**src/rtl/serial_device_pkg.sv**
```systemverilog
// Shared definitions for the serial transmit device: TX FSM encoding and
// status-register bit positions.
package serial_device_pkg;

  typedef enum logic [1:0] {
    ST_IDLE  = 2'd0,
    ST_START = 2'd1,
    ST_DATA  = 2'd2,
    ST_STOP  = 2'd3
  } tx_state_e;

  localparam int STAT_READY = 0;
  localparam int STAT_IDLE  = 1;
  localparam int STAT_OVF   = 2;

endpackage

```
**src/rtl/byte_fifo.sv**
```systemverilog
// Byte-wide TX FIFO. Pointers wrap naturally (power-of-two depth); count
// is one bit wider so full and empty are distinguishable.
module byte_fifo #(
  parameter int DEPTH = 4,
  localparam int AW   = $clog2(DEPTH)
) (
  input  logic          clk,
  input  logic          reset_bar,
  input  logic          push,
  input  logic          pop,
  input  logic [7:0]    din,
  output logic [7:0]    dout,
  output logic          full,
  output logic          empty,
  output logic [AW:0]   count
);

  logic [7:0]    mem_q [DEPTH];
  logic [AW-1:0] wr_ptr_q, rd_ptr_q;
  logic [AW:0]   count_q;
  logic          do_push, do_pop;

  assign empty   = (count_q == '0);
  assign full    = (count_q == (AW+1)'(DEPTH));
  assign count   = count_q;
  assign dout    = mem_q[rd_ptr_q];
  assign do_pop  = pop && !empty;
  // A pop frees a slot on the same edge, so a push into a full FIFO still lands.
  assign do_push = push && (!full || do_pop);

  always_ff @(posedge clk or negedge reset_bar) begin
    if (!reset_bar) begin
      wr_ptr_q <= '0;
      rd_ptr_q <= '0;
      count_q  <= '0;
      for (int i = 0; i < DEPTH; i++) mem_q[i] <= '0;
    end else begin
      if (do_push) begin
        mem_q[wr_ptr_q] <= din;
        wr_ptr_q        <= wr_ptr_q + 1'b1;
      end
      if (do_pop) rd_ptr_q <= rd_ptr_q + 1'b1;
      case ({do_push, do_pop})
        2'b10:   count_q <= count_q + 1'b1;
        2'b01:   count_q <= count_q - 1'b1;
        default: count_q <= count_q;
      endcase
    end
  end

endmodule

```
**src/rtl/serial_device.sv**
```systemverilog
// Memory-mapped 8N1 UART transmitter: data port pushes bytes into a FIFO,
// status port reports ready/idle/overflow, FSM serialises LSB first.
module serial_device
  import serial_device_pkg::*;
#(
  parameter logic [15:0] BASE_ADDR    = 16'h0000,
  parameter int          CLKS_PER_BIT = 16,
  parameter int          FIFO_DEPTH   = 4
) (
  input  logic        clk,
  input  logic        reset_bar,
  input  logic [15:0] bus_in,
  input  logic [15:0] addr,
  input  logic        DI,
  input  logic        DO,
  output logic [15:0] bus_out,
  output logic        bus_oe,
  output logic        tx
);

  localparam int          AW        = $clog2(FIFO_DEPTH);
  localparam logic [15:0] STAT_ADDR = BASE_ADDR + 16'd1;
  localparam logic [15:0] BIT_END   = 16'(CLKS_PER_BIT - 1);

  tx_state_e   state_q;
  logic [15:0] baud_q;
  logic [2:0]  bit_q;
  logic [7:0]  shift_q;
  logic        tx_q, ovf_q, ovf_d;

  logic        full, empty, pop, wr_data, rd_stat, drop, bit_end;
  logic [7:0]  fifo_dout;
  logic [AW:0] fifo_cnt;
  logic [4:0]  cnt5;
  logic [15:0] status_w;
  logic        unused_bits;

  assign wr_data = DI && (addr == BASE_ADDR);
  assign rd_stat = DO && (addr == STAT_ADDR);
  assign bit_end = (baud_q == BIT_END);
  // Pop when leaving IDLE or at the last STOP cycle to chain frames back-to-back.
  assign pop     = !empty && ((state_q == ST_IDLE) || (state_q == ST_STOP && bit_end));
  assign drop    = wr_data && full && !pop;
  assign ovf_d   = drop ? 1'b1 : (rd_stat ? 1'b0 : ovf_q);

  assign cnt5        = 5'(fifo_cnt);
  assign unused_bits = ^{bus_in[15:8], cnt5[4]};

  byte_fifo #(.DEPTH(FIFO_DEPTH)) u_fifo (
    .clk       (clk),
    .reset_bar (reset_bar),
    .push      (wr_data),
    .pop       (pop),
    .din       (bus_in[7:0]),
    .dout      (fifo_dout),
    .full      (full),
    .empty     (empty),
    .count     (fifo_cnt)
  );

  always_comb begin
    status_w             = '0;
    status_w[STAT_READY] = !full;
    status_w[STAT_IDLE]  = empty && (state_q == ST_IDLE);
    status_w[STAT_OVF]   = ovf_q;
  end

  always_comb begin
    bus_oe  = DO && ((addr == BASE_ADDR) || (addr == STAT_ADDR));
    bus_out = '0;
    if (bus_oe) bus_out = (addr == STAT_ADDR) ? status_w : {12'b0, cnt5[3:0]};
  end

  assign tx = tx_q;

  always_ff @(posedge clk or negedge reset_bar) begin
    if (!reset_bar) ovf_q <= 1'b0;
    else            ovf_q <= ovf_d;
  end

  always_ff @(posedge clk or negedge reset_bar) begin
    if (!reset_bar) begin
      state_q <= ST_IDLE;
      baud_q  <= '0;
      bit_q   <= '0;
      shift_q <= '0;
      tx_q    <= 1'b1;
    end else begin
      case (state_q)
        ST_IDLE: begin
          if (pop) begin
            shift_q <= fifo_dout;
            baud_q  <= '0;
            state_q <= ST_START;
            tx_q    <= 1'b0;
          end
        end
        ST_START: begin
          if (bit_end) begin
            baud_q  <= '0;
            bit_q   <= '0;
            state_q <= ST_DATA;
            tx_q    <= shift_q[0];
          end else baud_q <= baud_q + 16'd1;
        end
        ST_DATA: begin
          if (bit_end) begin
            baud_q <= '0;
            if (bit_q == 3'd7) begin
              state_q <= ST_STOP;
              tx_q    <= 1'b1;
            end else begin
              bit_q   <= bit_q + 3'd1;
              shift_q <= {1'b0, shift_q[7:1]};
              tx_q    <= shift_q[1];
            end
          end else baud_q <= baud_q + 16'd1;
        end
        ST_STOP: begin
          if (bit_end) begin
            baud_q <= '0;
            if (pop) begin
              shift_q <= fifo_dout;
              state_q <= ST_START;
              tx_q    <= 1'b0;
            end else begin
              state_q <= ST_IDLE;
              tx_q    <= 1'b1;
            end
          end else baud_q <= baud_q + 16'd1;
        end
        default: begin
          state_q <= ST_IDLE;
          tx_q    <= 1'b1;
        end
      endcase
    end
  end

endmodule

```
**config.mk**
```make
export PLATFORM = sky130hd
export DESIGN_NAME = serial_device
export DESIGN_NICKNAME = d
export VERILOG_FILES = /design/src/rtl/serial_device_pkg.sv /design/src/rtl/byte_fifo.sv /design/src/rtl/serial_device.sv
export SDC_FILE = /design/constraint.sdc
export NUM_CORES = 1
export LEC_CHECK = 0
export BUFFER_PORTS_ARGS = -buffer_cell sky130_fd_sc_hd__clkbuf_2
export CAP_MARGIN = 20
export CELL_PAD_IN_SITES_DETAIL_PLACEMENT = 0
export CELL_PAD_IN_SITES_GLOBAL_PLACEMENT = 2
export CORE_MARGIN = 1
export CORE_UTILIZATION = 38
export CTS_CLUSTER_SIZE = 20
export DETAILED_ROUTE_END_ITERATION = 10
export PLACE_DENSITY = 0.77
export SETUP_SLACK_MARGIN = 0.02
export SLEW_MARGIN = 20
export SYNTH_ARGS = -nofsm -noshare
export SYNTH_HDL_FRONTEND = slang
export SYNTH_SLANG_ARGS = --single-unit
```
**constraint.sdc**
```tcl
create_clock -name clk -period 3.3 [get_ports clk]
set_input_delay 0.33 -clock clk [delete_from_list [all_inputs] [get_ports clk]]
set_output_delay 0.33 -clock clk [all_outputs]
set_load 0.005 [all_outputs]
```
# Word level (Yosys, flattened, before mapping)
# Index checks and enable logic that the tools add are counted.
# word_totals
regBits,70
input_bits,36
# op_classes
addsub,6
bitwise_logic,2
n_mux,37
n_eq_ne,15
order_cmp,3
reduce_logical,29
# ops
op,n
8-bit two-way mux,7
32-bit bitwise mux,1
16-bit two-way mux,2
16-bit case mux with 2 select lines,1
8-bit case mux with 3 select lines,1
"16-bit by 1-bit adder with 16-bit output, second input constant",1
8-bit binary-select mux with 2-bit select,1
8-bit demux with 2-bit select,1
"16-bit by 1-bit equality test with 1-bit output, second input constant",1
"16-bit by 4-bit equality test with 1-bit output, second input constant",1
16-bit zero test,1
3-bit two-way mux,5
"2-bit inequality test, second input constant",6
3-bit case mux with 2 select lines,2
4-bit AND reduction,3
1-bit logical AND,11
2-bit two-way mux,5
1-bit two-way mux,9
2-bit case mux with 4 select lines,1
"3-bit by 1-bit adder with 3-bit output, second input constant",2
"2-bit equality test, second input constant",3
"3-bit equality test, second input constant",2
"3-bit >= comparator, second input constant",2
2-bit NOT with 3-bit output,2
other kinds (13),21

# Depth between registers and ports, before layout
# Gate-level depths: netlist of the first run.
# depth
depth_word,9
depth_mapped,13

# Hierarchy
# Synthesis of the first run repeated with hierarchy kept, for this count alone.
# hier_totals
hier_cells,333
hier_area_um2,3930.0
# by_module_without_submodules
module,cells_per_inst,area_each_um2,seq_area_each_um2,instances
serial_device,218,2128.3,777.0,1
byte_fifo,115,1801.7,975.9,1

# Least setup slack after synthesis of the first run
# OpenSTA, ideal clock, no wires.
# synth_path
kind,register to register
start,reg state_q[0]
end,"reg u_fifo.count_q[2], in the netlist u_fifo.count[2]"
synth_period_minus_slack_ns,2.616
setup_time_ns,0.079
required_ns,3.221
n_path_buf,1
slack_ns,0.684
stages_incl_launch_ff,14
arrival_ns,2.537
cell_sequence,dfrtp_1 -> inv_1 -> ha_1 -> clkbuf_1 -> nor4b_1 -> o21ai_2 -> and2_2 -> inv_1 -> ha_1 -> inv_1 -> fa_1 -> xor2_1 -> nor2_1 -> xor2_1
# synth_via
elab_chain_len,9
word_cells_on_any_way,12
cone_classes,eq/ne: 3; mux: 1; reduce/logical: 8
# synth_lines
element,line_no,rtl
"start, declared",serial_device.sv:25,tx_state_e state_q;
"start signal, assigned",serial_device.sv:83,state_q <= ST_IDLE;
"start signal, assigned",serial_device.sv:94,state_q <= ST_START;
"start signal, assigned",serial_device.sv:102,state_q <= ST_DATA;
2-bit equality test,serial_device.sv:42,assign pop = !empty && ((state_q == ST_IDLE) || (state_q == ST_STOP && bit_end));
1-bit logical AND,serial_device.sv:42,
1-bit logical OR (*),serial_device.sv:42,
1-bit logical AND (*),serial_device.sv:42,
1-bit logical AND (*),byte_fifo.sv:27,assign do_pop = pop && !empty;
1-bit logical OR,byte_fifo.sv:29,assign do_push = push && (!full || do_pop);
1-bit logical AND,byte_fifo.sv:29,
2-bit by 1-bit equality test with 1-bit output or 2-bit equality test (tied branches),byte_fifo.sv:43,"case ({do_push, do_pop})"
3-bit case mux with 2 select lines or 2-bit nonzero test (tied branches),-,
"end signal, assigned",byte_fifo.sv:44,2'b10: count_q <= count_q + 1'b1;
"end signal, assigned",byte_fifo.sv:45,2'b01: count_q <= count_q - 1'b1;
"end signal, assigned",byte_fifo.sv:46,default: count_q <= count_q;
"end, declared",byte_fifo.sv:20,logic [AW:0] count_q;
# Every way passes the cells marked *; elsewhere a longest branch is shown, timed or not.
# A chain may end at the register's enable or synchronous reset.

# Final worst setup path of the first run
# layout_path
start,reg baud_q[0]
end,"reg u_fifo.count_q[2], in the netlist u_fifo.count[2]"
# layout_via
elab_chain_len,9
word_cells_on_any_way,11
cone_classes,eq/ne: 3; mux: 1; reduce/logical: 7
# layout_lines
element,line_no,rtl
"start, declared",serial_device.sv:26,logic [15:0] baud_q;
"start signal, assigned",serial_device.sv:104,end else baud_q <= baud_q + 16'd1;
"start signal, assigned",serial_device.sv:117,end else baud_q <= baud_q + 16'd1;
"start signal, assigned",serial_device.sv:130,end else baud_q <= baud_q + 16'd1;
16-bit by 4-bit equality test with 1-bit output (*),serial_device.sv:40,assign bit_end = (baud_q == BIT_END);
1-bit logical AND (*),serial_device.sv:42,
1-bit logical OR (*),serial_device.sv:42,
1-bit logical AND (*),serial_device.sv:42,
1-bit logical AND (*),byte_fifo.sv:27,
1-bit logical OR,byte_fifo.sv:29,
1-bit logical AND,byte_fifo.sv:29,
2-bit by 1-bit equality test with 1-bit output or 2-bit equality test (tied branches),byte_fifo.sv:43,
3-bit case mux with 2 select lines or 2-bit nonzero test (tied branches),-,
# Marks and branches as above.

==> flow_metrics.tcl, run 1 <==
set metrics [dict create \
    clock_sinks 70 \
    min_to "u_fifo.mem_q[1]$_DFFE_PN0P_" \
    synth_top_area_frac 0.4472 \
    synth_fa_ha_area_frac 0.04731 \
    synth_compound_area_frac 0.1027 \
    r2r_cells 12 \
    min_period_ns 2.711 \
    synth_xor_area_frac 0.01815 \
    numCtsBuffers 9 \
    grt_usage 0.1583 \
    async_flop_share 1.000 \
    crit_type "reg2reg" \
    grt_pass1_wl_um 12700 \
    hold_start "bus_in[1]" \
    via_count 2614 \
    dieArea_mm2 0.01057 \
    ant_nets 0 \
    vias_per_cell 5.176 \
    fin_crit_sh 0.8216 \
    gp_congestion 0.7439 \
    ys.flop_type "dfrtp_1" \
    coreArea_mm2 0.009819 \
    syn_inst 334 \
    rr_startpoint "baud_q[0]$_DFFE_PN0P_" \
    cp-end-kind "flip-flop" \
    hp-class "in2reg" \
    hpwl_um 5272 \
    synth_top_cell_by_area "dfrtp_1" \
    grt_max_degree 71 \
    pre_cts_slack_ns 0.5660 \
    yosysSeqAreaShare 0.4540 \
    start_kind "flip-flop" \
    synth-simple-area-share 0.1264 \
    synth_area_mm2 0.003861 \
    htree_num_levels 3 \
    cts_root_buffer "clkbuf_8" \
    drv_cap 0 \
    wire_per_inst_um 15.09 \
    finalSetupTns_ns 0 \
    diodes 0 \
    synth_seq_cells 70 \
    p_total_mw 1.579 \
    rows 36 \
    r2r_slack_ns 0.59 \
    cts.path.max_buffers 2 \
    synth_top_family_by_area "multiplexers" \
    r2r_end "u_fifo.count[2]$_DFFE_PN0P_" \
    cp_max_fo 7 \
    power.density_mw_per_mm2 367.3 \
    hold_viol 0 \
    initial_core_util 0.3932 \
    finalSetupViolations 0 \
    critical_path_arrival_ns 2.95 \
    status "complete, no violations" \
    drive_above_1_share 0.3172 \
    rsz0062_at_grt "no" \
    power.static_leakage_nw 2.058 \
    grt_overflow 0 \
    holdPathStages 2 \
    muxShareOfSynthArea 0.1957 \
    max-slew-margin-rel 0.3820 \
    required_ns 3.54 \
    syn2layout_area_growth_pct 11.34 \
    drcViolationCount 0 \
    worst_pin_slew_ns 0.9199 \
    fin_skew_ns 0.01333 \
    timing.final.ws_setup_ns 0.5887 \
    synthTopCellsByArea "dfrtp_1 45%, mux2_2 11%, mux4_2 4.7%, ha_1 4.2%, o21ai_0 4.0%" \
    fp.dieW_um 102.8 \
    fmax_ghz 0.3688 \
    drtIter0Drc 45 \
    report.final.slew_viol_count 0 \
    cts_tree "yes" \
    synth_warnings 0 \
    nets 417 \
    path_clk_slew_ns 0.09 \
    ys_types 53 \
    routed_wl_um 7619 \
    synth.avg_cell_area_um2 11.56 \
    portBuffers 32 \
    hold_ws_ns 0.2532 \
    grt_pass1_vias 2486 \
    clk_latency_ns 0.35 \
    fill_cells 990 \
    io_pins 54 \
    first_pass_iters 4 \
    antenna_found_initial 0 \
    synth_edf_count 0 \
    die_h_um 102.8 \
    ir_drop_mv 0.1961 \
]
## synth_stat cells, types with 3 or more instances
cell      count
xor2_1        4
and3_1        5
o31ai_1       4
o21ai_0      31
a21oi_1      11
a31oi_1       3
buf_2         4
inv_1        14
mux4_2        8
ha_1         13
nor4_1        5
dfrtp_1      69
buf_4        14
nor3_1        6
xnor2_1       4
nand4_1       6
nand2_1      16
nor2_1       15
nand3_2       4
clkbuf_1      6
mux2_4        7
mux2_2       38
nand3_1      10
## worst max-delay path, stage by stage, from the launching register on
cell and delay (ns):
dfrtp_1 0.41, ha_1 0.23, and3_1 0.28, nand4_1 0.21, o21ai_2 0.39, and2_2 0.25, inv_1 0.05, ha_1 0.19
inv_1 0.07, fa_1 0.17, xor2_1 0.14, nor2_1 0.06, xor2_1 0.14
## cell families after synthesis
| group | count (synthesis) |
|---|---|
| multiplexers | 57 |
| AND/OR/NAND/NOR | 81 |
| flip-flops | 70 |
| other | 1 |
| XOR/XNOR | 8 |
| AO/OA/AOI/OAI | 64 |
| buffers and inverters | 39 |
| adder cells (fa/ha/maj) | 14 |
## cell usage in the layout (no fill, tap or decap), types with 2 or more instances in the layout
| master | count |
|---|---|
| a211oi_1 | 2 |
| a21oi_1 | 11 |
| a22oi_1 | 2 |
| a31oi_1 | 3 |
| and3_1 | 5 |
| and4_1 | 2 |
| clkbuf_2 | 31 |
| clkbuf_8 | 9 |
| clkinvlp_4 | 2 |
| conb_1 | 13 |
| dfrtp_1 | 69 |
| ha_1 | 13 |
| inv_1 | 14 |
| inv_6 | 2 |
| inv_8 | 2 |
| mux2_1 | 2 |
| mux2_2 | 38 |
| mux2_4 | 7 |
| mux2i_1 | 2 |
| mux4_2 | 8 |
| nand2_1 | 16 |
| nand3_1 | 10 |
| nand3_2 | 4 |
| nand4_1 | 6 |
| nor2_1 | 15 |
| nor3_1 | 6 |
| nor4_1 | 5 |
| nor4_2 | 2 |
| nor4_4 | 2 |
| o21ai_0 | 31 |
| o31ai_1 | 4 |
| xnor2_1 | 4 |
| xor2_1 | 4 |
## timing repair
| action | in CTS | in global routing |
|---|---|---|
| setup buffers | 0 | 0 |
| hold buffers | 1 | 0 |
| hold endpoints to repair | 5 | 0 |
| gates resized for setup | 0 | 0 |
## report_power, final
part / total (mW) / switching [mW] / leakage (nW) / internal [mW]
Clock: 0.674 / 0.385 / 0.0903 / 0.290
Sequential: 0.857 / 0.0000523 / 0.944 / 0.857
Combinational: 0.0478 / 0.0311 / 1.02 / 0.0167
## stage by stage
stage                 util  area [um2]  instances
floorplan                -        3906        346
global placement    0.4177        4101        488
detailed placement  0.4177        4101        488
CTS                 0.4378        4299        505
global route        0.4378        4299        505
finish              0.4378        4299        505
## routing by layer
metal / global-route usage / part of all wire
met5: 0 / 0
met4: 0.05092 / 0.014
met3: 0.03254 / 0.024
met2: 0.2421 / 0.46
met1: 0.2251 / 0.50
## final cells by class
type,count,area (um2),share of cell area
multi-input cells,237,1942,0.4517
clock buffers,9,123.9,0.02881
flip-flops and latches,70,1753,0.4077
repair buffers,35,197.7,0.04598
well taps,133,166.4,0.03871
inverters,14,52.55,0.01222
clock inverters,7,63.81,0.01484
## worst max path at each step
stage	cells past startpoint	endpoint	slack [ns]	start
global route	12	u_fifo.count[2]$_DFFE_PN0P_	0.30	state_q[0]$_DFFE_PN0P_
finish	12	u_fifo.count[2]$_DFFE_PN0P_	0.59	baud_q[0]$_DFFE_PN0P_
global placement	12	u_fifo.count[2]$_DFFE_PN0P_	0.60	baud_q[0]$_DFFE_PN0P_
detailed placement	12	u_fifo.count[2]$_DFFE_PN0P_	0.57	baud_q[0]$_DFFE_PN0P_
CTS	12	u_fifo.count[2]$_DFFE_PN0P_	0.54	baud_q[0]$_DFFE_PN0P_
floorplan	13	u_fifo.count[2]$_DFFE_PN0P_	0.68	state_q[0]$_DFFE_PN0P_
## registers in the layout, indices dropped and copies added, names as in the netlist
name	flops
state_q	2
u_fifo.rd_ptr_q	2
ovf_q	1
u_fifo.count	3
bit_q	3
tx	1
u_fifo.wr_ptr_q	2
baud_q	16
shift_q	8
u_fifo.mem_q	32
No activity file was read; power rests on OpenSTA's default activity.
==> run 2, diff against run 1 <==
- CORE_UTILIZATION: 38 -> 34
- PLACE_DENSITY: 0.77 -> 0.73
- clock period: 3.3 -> 2.3 ns (I/O delays scaled with it)
==> run 2 against run 1 <==
- the flow now finishes with violations (negative setup slack)
- hold slack got worse by 0.099 ns
- fmax rose by 16%
- first-iteration DRC count rose to 2.9 times the previous value
- combinational power rose by 42%
- clock skew fell by 0.0065 ns
==> flow_metrics.tcl, run 2 (same netlist as run 1, synthesis figures left out) <==
set metrics [dict create \
    portBuffers 32 \
    htree_num_levels 3 \
    die_h_um 108.6 \
    worst_pin_slew_ns 0.5434 \
    rr_startpoint "baud_q[13]$_DFFE_PN0P_" \
    crit_type "reg2reg" \
    drcViolationCount 0 \
    syn2layout_area_growth_pct 25.60 \
    p_total_mw 2.594 \
    hold_ws_ns 0.1542 \
    cts.path.max_buffers 2 \
    clkPwrFrac 0.499 \
    largest_register_ff_count 32 \
    cts_tree "yes" \
    min_to "u_fifo.mem_q[14]$_DFFE_PN0P_" \
    ant_nets 0 \
    vias_per_cell 4.984 \
    numCtsBuffers 9 \
    gp_congestion 0.7345 \
    p_switching_uw 600.7 \
    r2r_slack_ns -0.03 \
    grt_pass1_vias 2827 \
    swShare 0.2316 \
    reg.largest.list "u_fifo.mem_q: 32 flops, baud_q: 16 flops, shift_q: 8 flops" \
    hpwl_um 5769 \
    antenna_found_initial 0 \
    max-slew-margin-rel 0.6378 \
    power_frac_comb 0.026 \
    grt_use_met1 0.1966 \
    cp_max_fo 2 \
    drtIter0Drc 132 \
    diodes 0 \
    fmax_ghz 0.4294 \
    cp-end-kind "flip-flop" \
    pre_cts_slack_ns -0.02696 \
    hold_start "bus_in[6]" \
    dieArea_mm2 0.01179 \
    r2r_end "u_fifo.count[2]$_DFFE_PN0P_" \
    grt_overflow 0 \
    finalSetupViolations 1 \
    io_pins 54 \
    clk_latency_ns 0.33 \
    r2r_cells 11 \
    required_ns 2.56 \
    met2_usage 0.2514 \
    grt_usage 0.1547 \
    status "finished, violations left" \
    violations "negative setup slack" \
    nets 461 \
    coreArea_mm2 0.01094 \
    timing.final.ws_setup_ns -0.02901 \
    power.density_mw_per_mm2 534.8 \
    grt_max_degree 71 \
    via_count 2771 \
    p_int_mw 1.993 \
    path_clk_slew_ns 0.06 \
    hp-class "in2reg" \
    grt_pass1_wl_um 13890 \
    wire_per_inst_um 15.01 \
    initial_core_util 0.3531 \
    cts_root_buffer "clkbuf_16" \
    report.final.slew_viol_count 0 \
    layout_common_cells "69 x dfrtp_1, 44 x buf_4, 38 x mux2_2, 31 x o21ai_0, 31 x clkbuf_2" \
    drv_cap 0 \
    power.static_leakage_nw 2.325 \
    fin_crit_sh 1.013 \
    critical_path_arrival_ns 2.59 \
    rows 38 \
    hold_viol 0 \
    holdPathStages 2 \
    regMostFlops "u_fifo.mem_q" \
    fin_skew_ns 0.006795 \
    start_kind "flip-flop" \
    routed_wl_um 8345 \
    clock_sinks 70 \
    grt_use_met3 0.04219 \
    fp.dieW_um 108.6 \
    power_frac_seq 0.475 \
    drive_above_1_share 0.4207 \
    rsz0062_at_grt "yes" \
    min_period_ns 2.329 \
    grt-busiest-layer "met2" \
    first_pass_iters 6 \
    final_common_cell "dfrtp_1" \
    ir_drop_mv 0.3276 \
]
==> run 2: layer usage <==
layer / routed length, um / part of all wire / vias up
li1: - / - / 1346
met1: 3925 / 0.47 / 1388
met2: 4104 / 0.49 / 29
met3: 216 / 0.026 / 8
met4: 99 / 0.012 / 0
met5: 0 / 0 / -
==> run 2: worst max path at each step <==
stage / slack [ns] / to / start
final: -0.03 / u_fifo.count[2]$_DFFE_PN0P_ / baud_q[13]$_DFFE_PN0P_
after global routing: -0.16 / u_fifo.count[2]$_DFFE_PN0P_ / baud_q[13]$_DFFE_PN0P_
after detailed placement: -0.03 / u_fifo.count[2]$_DFFE_PN0P_ / baud_q[5]$_DFFE_PN0P_
after global placement: 0.02 / u_fifo.count[2]$_DFFE_PN0P_ / baud_q[6]$_DFFE_PN0P_
after CTS: -0.02 / u_fifo.count[2]$_DFFE_PN0P_ / baud_q[5]$_DFFE_PN0P_
after floorplan: -0.08 / u_fifo.count[2]$_DFFE_PN0P_ / state_q[0]$_DFFE_PN0P_
==> run 2: what timing repair did <==
action | 4_1_cts | 5_1_grt
pin swaps | 1 | 9
hold buffers | 1 | 0
setup buffers | 0 | 6
resized for setup | 2 | 10
setup endpoints to repair | 1 | 19
hold endpoints to repair | 69 | 0
==> run 2: area by class of cell <==
| class | instances | area [um2] |
|---|---|---|
| clock buffers | 10 | 229.0 |
| flip-flops and latches | 70 | 1753 |
| multi-input cells | 237 | 2062 |
| repair buffers | 79 | 531.8 |
| fillers | 1062 | 6086 |
| inverters | 14 | 52.55 |
| clock inverters | 6 | 46.29 |
| well taps | 140 | 175.2 |
==> run 2: critical path, cell delays in order (launching register included) <==
cell     delay (ns)
dfrtp_1        0.40
buf_6          0.13
nor4_4         0.30
and4_4         0.29
a21oi_4        0.07
nor2_4         0.15
ha_4           0.15
inv_2          0.03
fa_2           0.32
xor2_1         0.14
nor2_1         0.11
xor2_1         0.16
==> run 2: through the flow <==
| step | TNS, ns | utilization | std cells | cell area, um2 |
|---|---|---|---|---|
| 4_1_cts | -0.01762 | 0.4336 | 550 | 4742 |
| 3_5_place_dp | -0.02696 | 0.4065 | 533 | 4446 |
| 6_report | -0.02901 | 0.4435 | 556 | 4850 |
| 2_1_floorplan | -0.08243 | - | 346 | 3968 |
| 5_1_grt | -0.2536 | 0.4435 | 556 | 4850 |
| 3_3_place_gp | 0 | 0.4065 | 533 | 4446 |
==> run 2: power groups by stage <==
stage	clock (mW)	sequential (mW)	combinational (mW)
2_1_floorplan	0	1.25	0.0253
4_1_cts	1.34	1.23	0.0706
3_3_place_gp	0	1.25	0.0678
3_5_place_dp	0	1.25	0.0690
5_1_grt	1.38	1.23	0.0791
6_report	1.29	1.23	0.0680
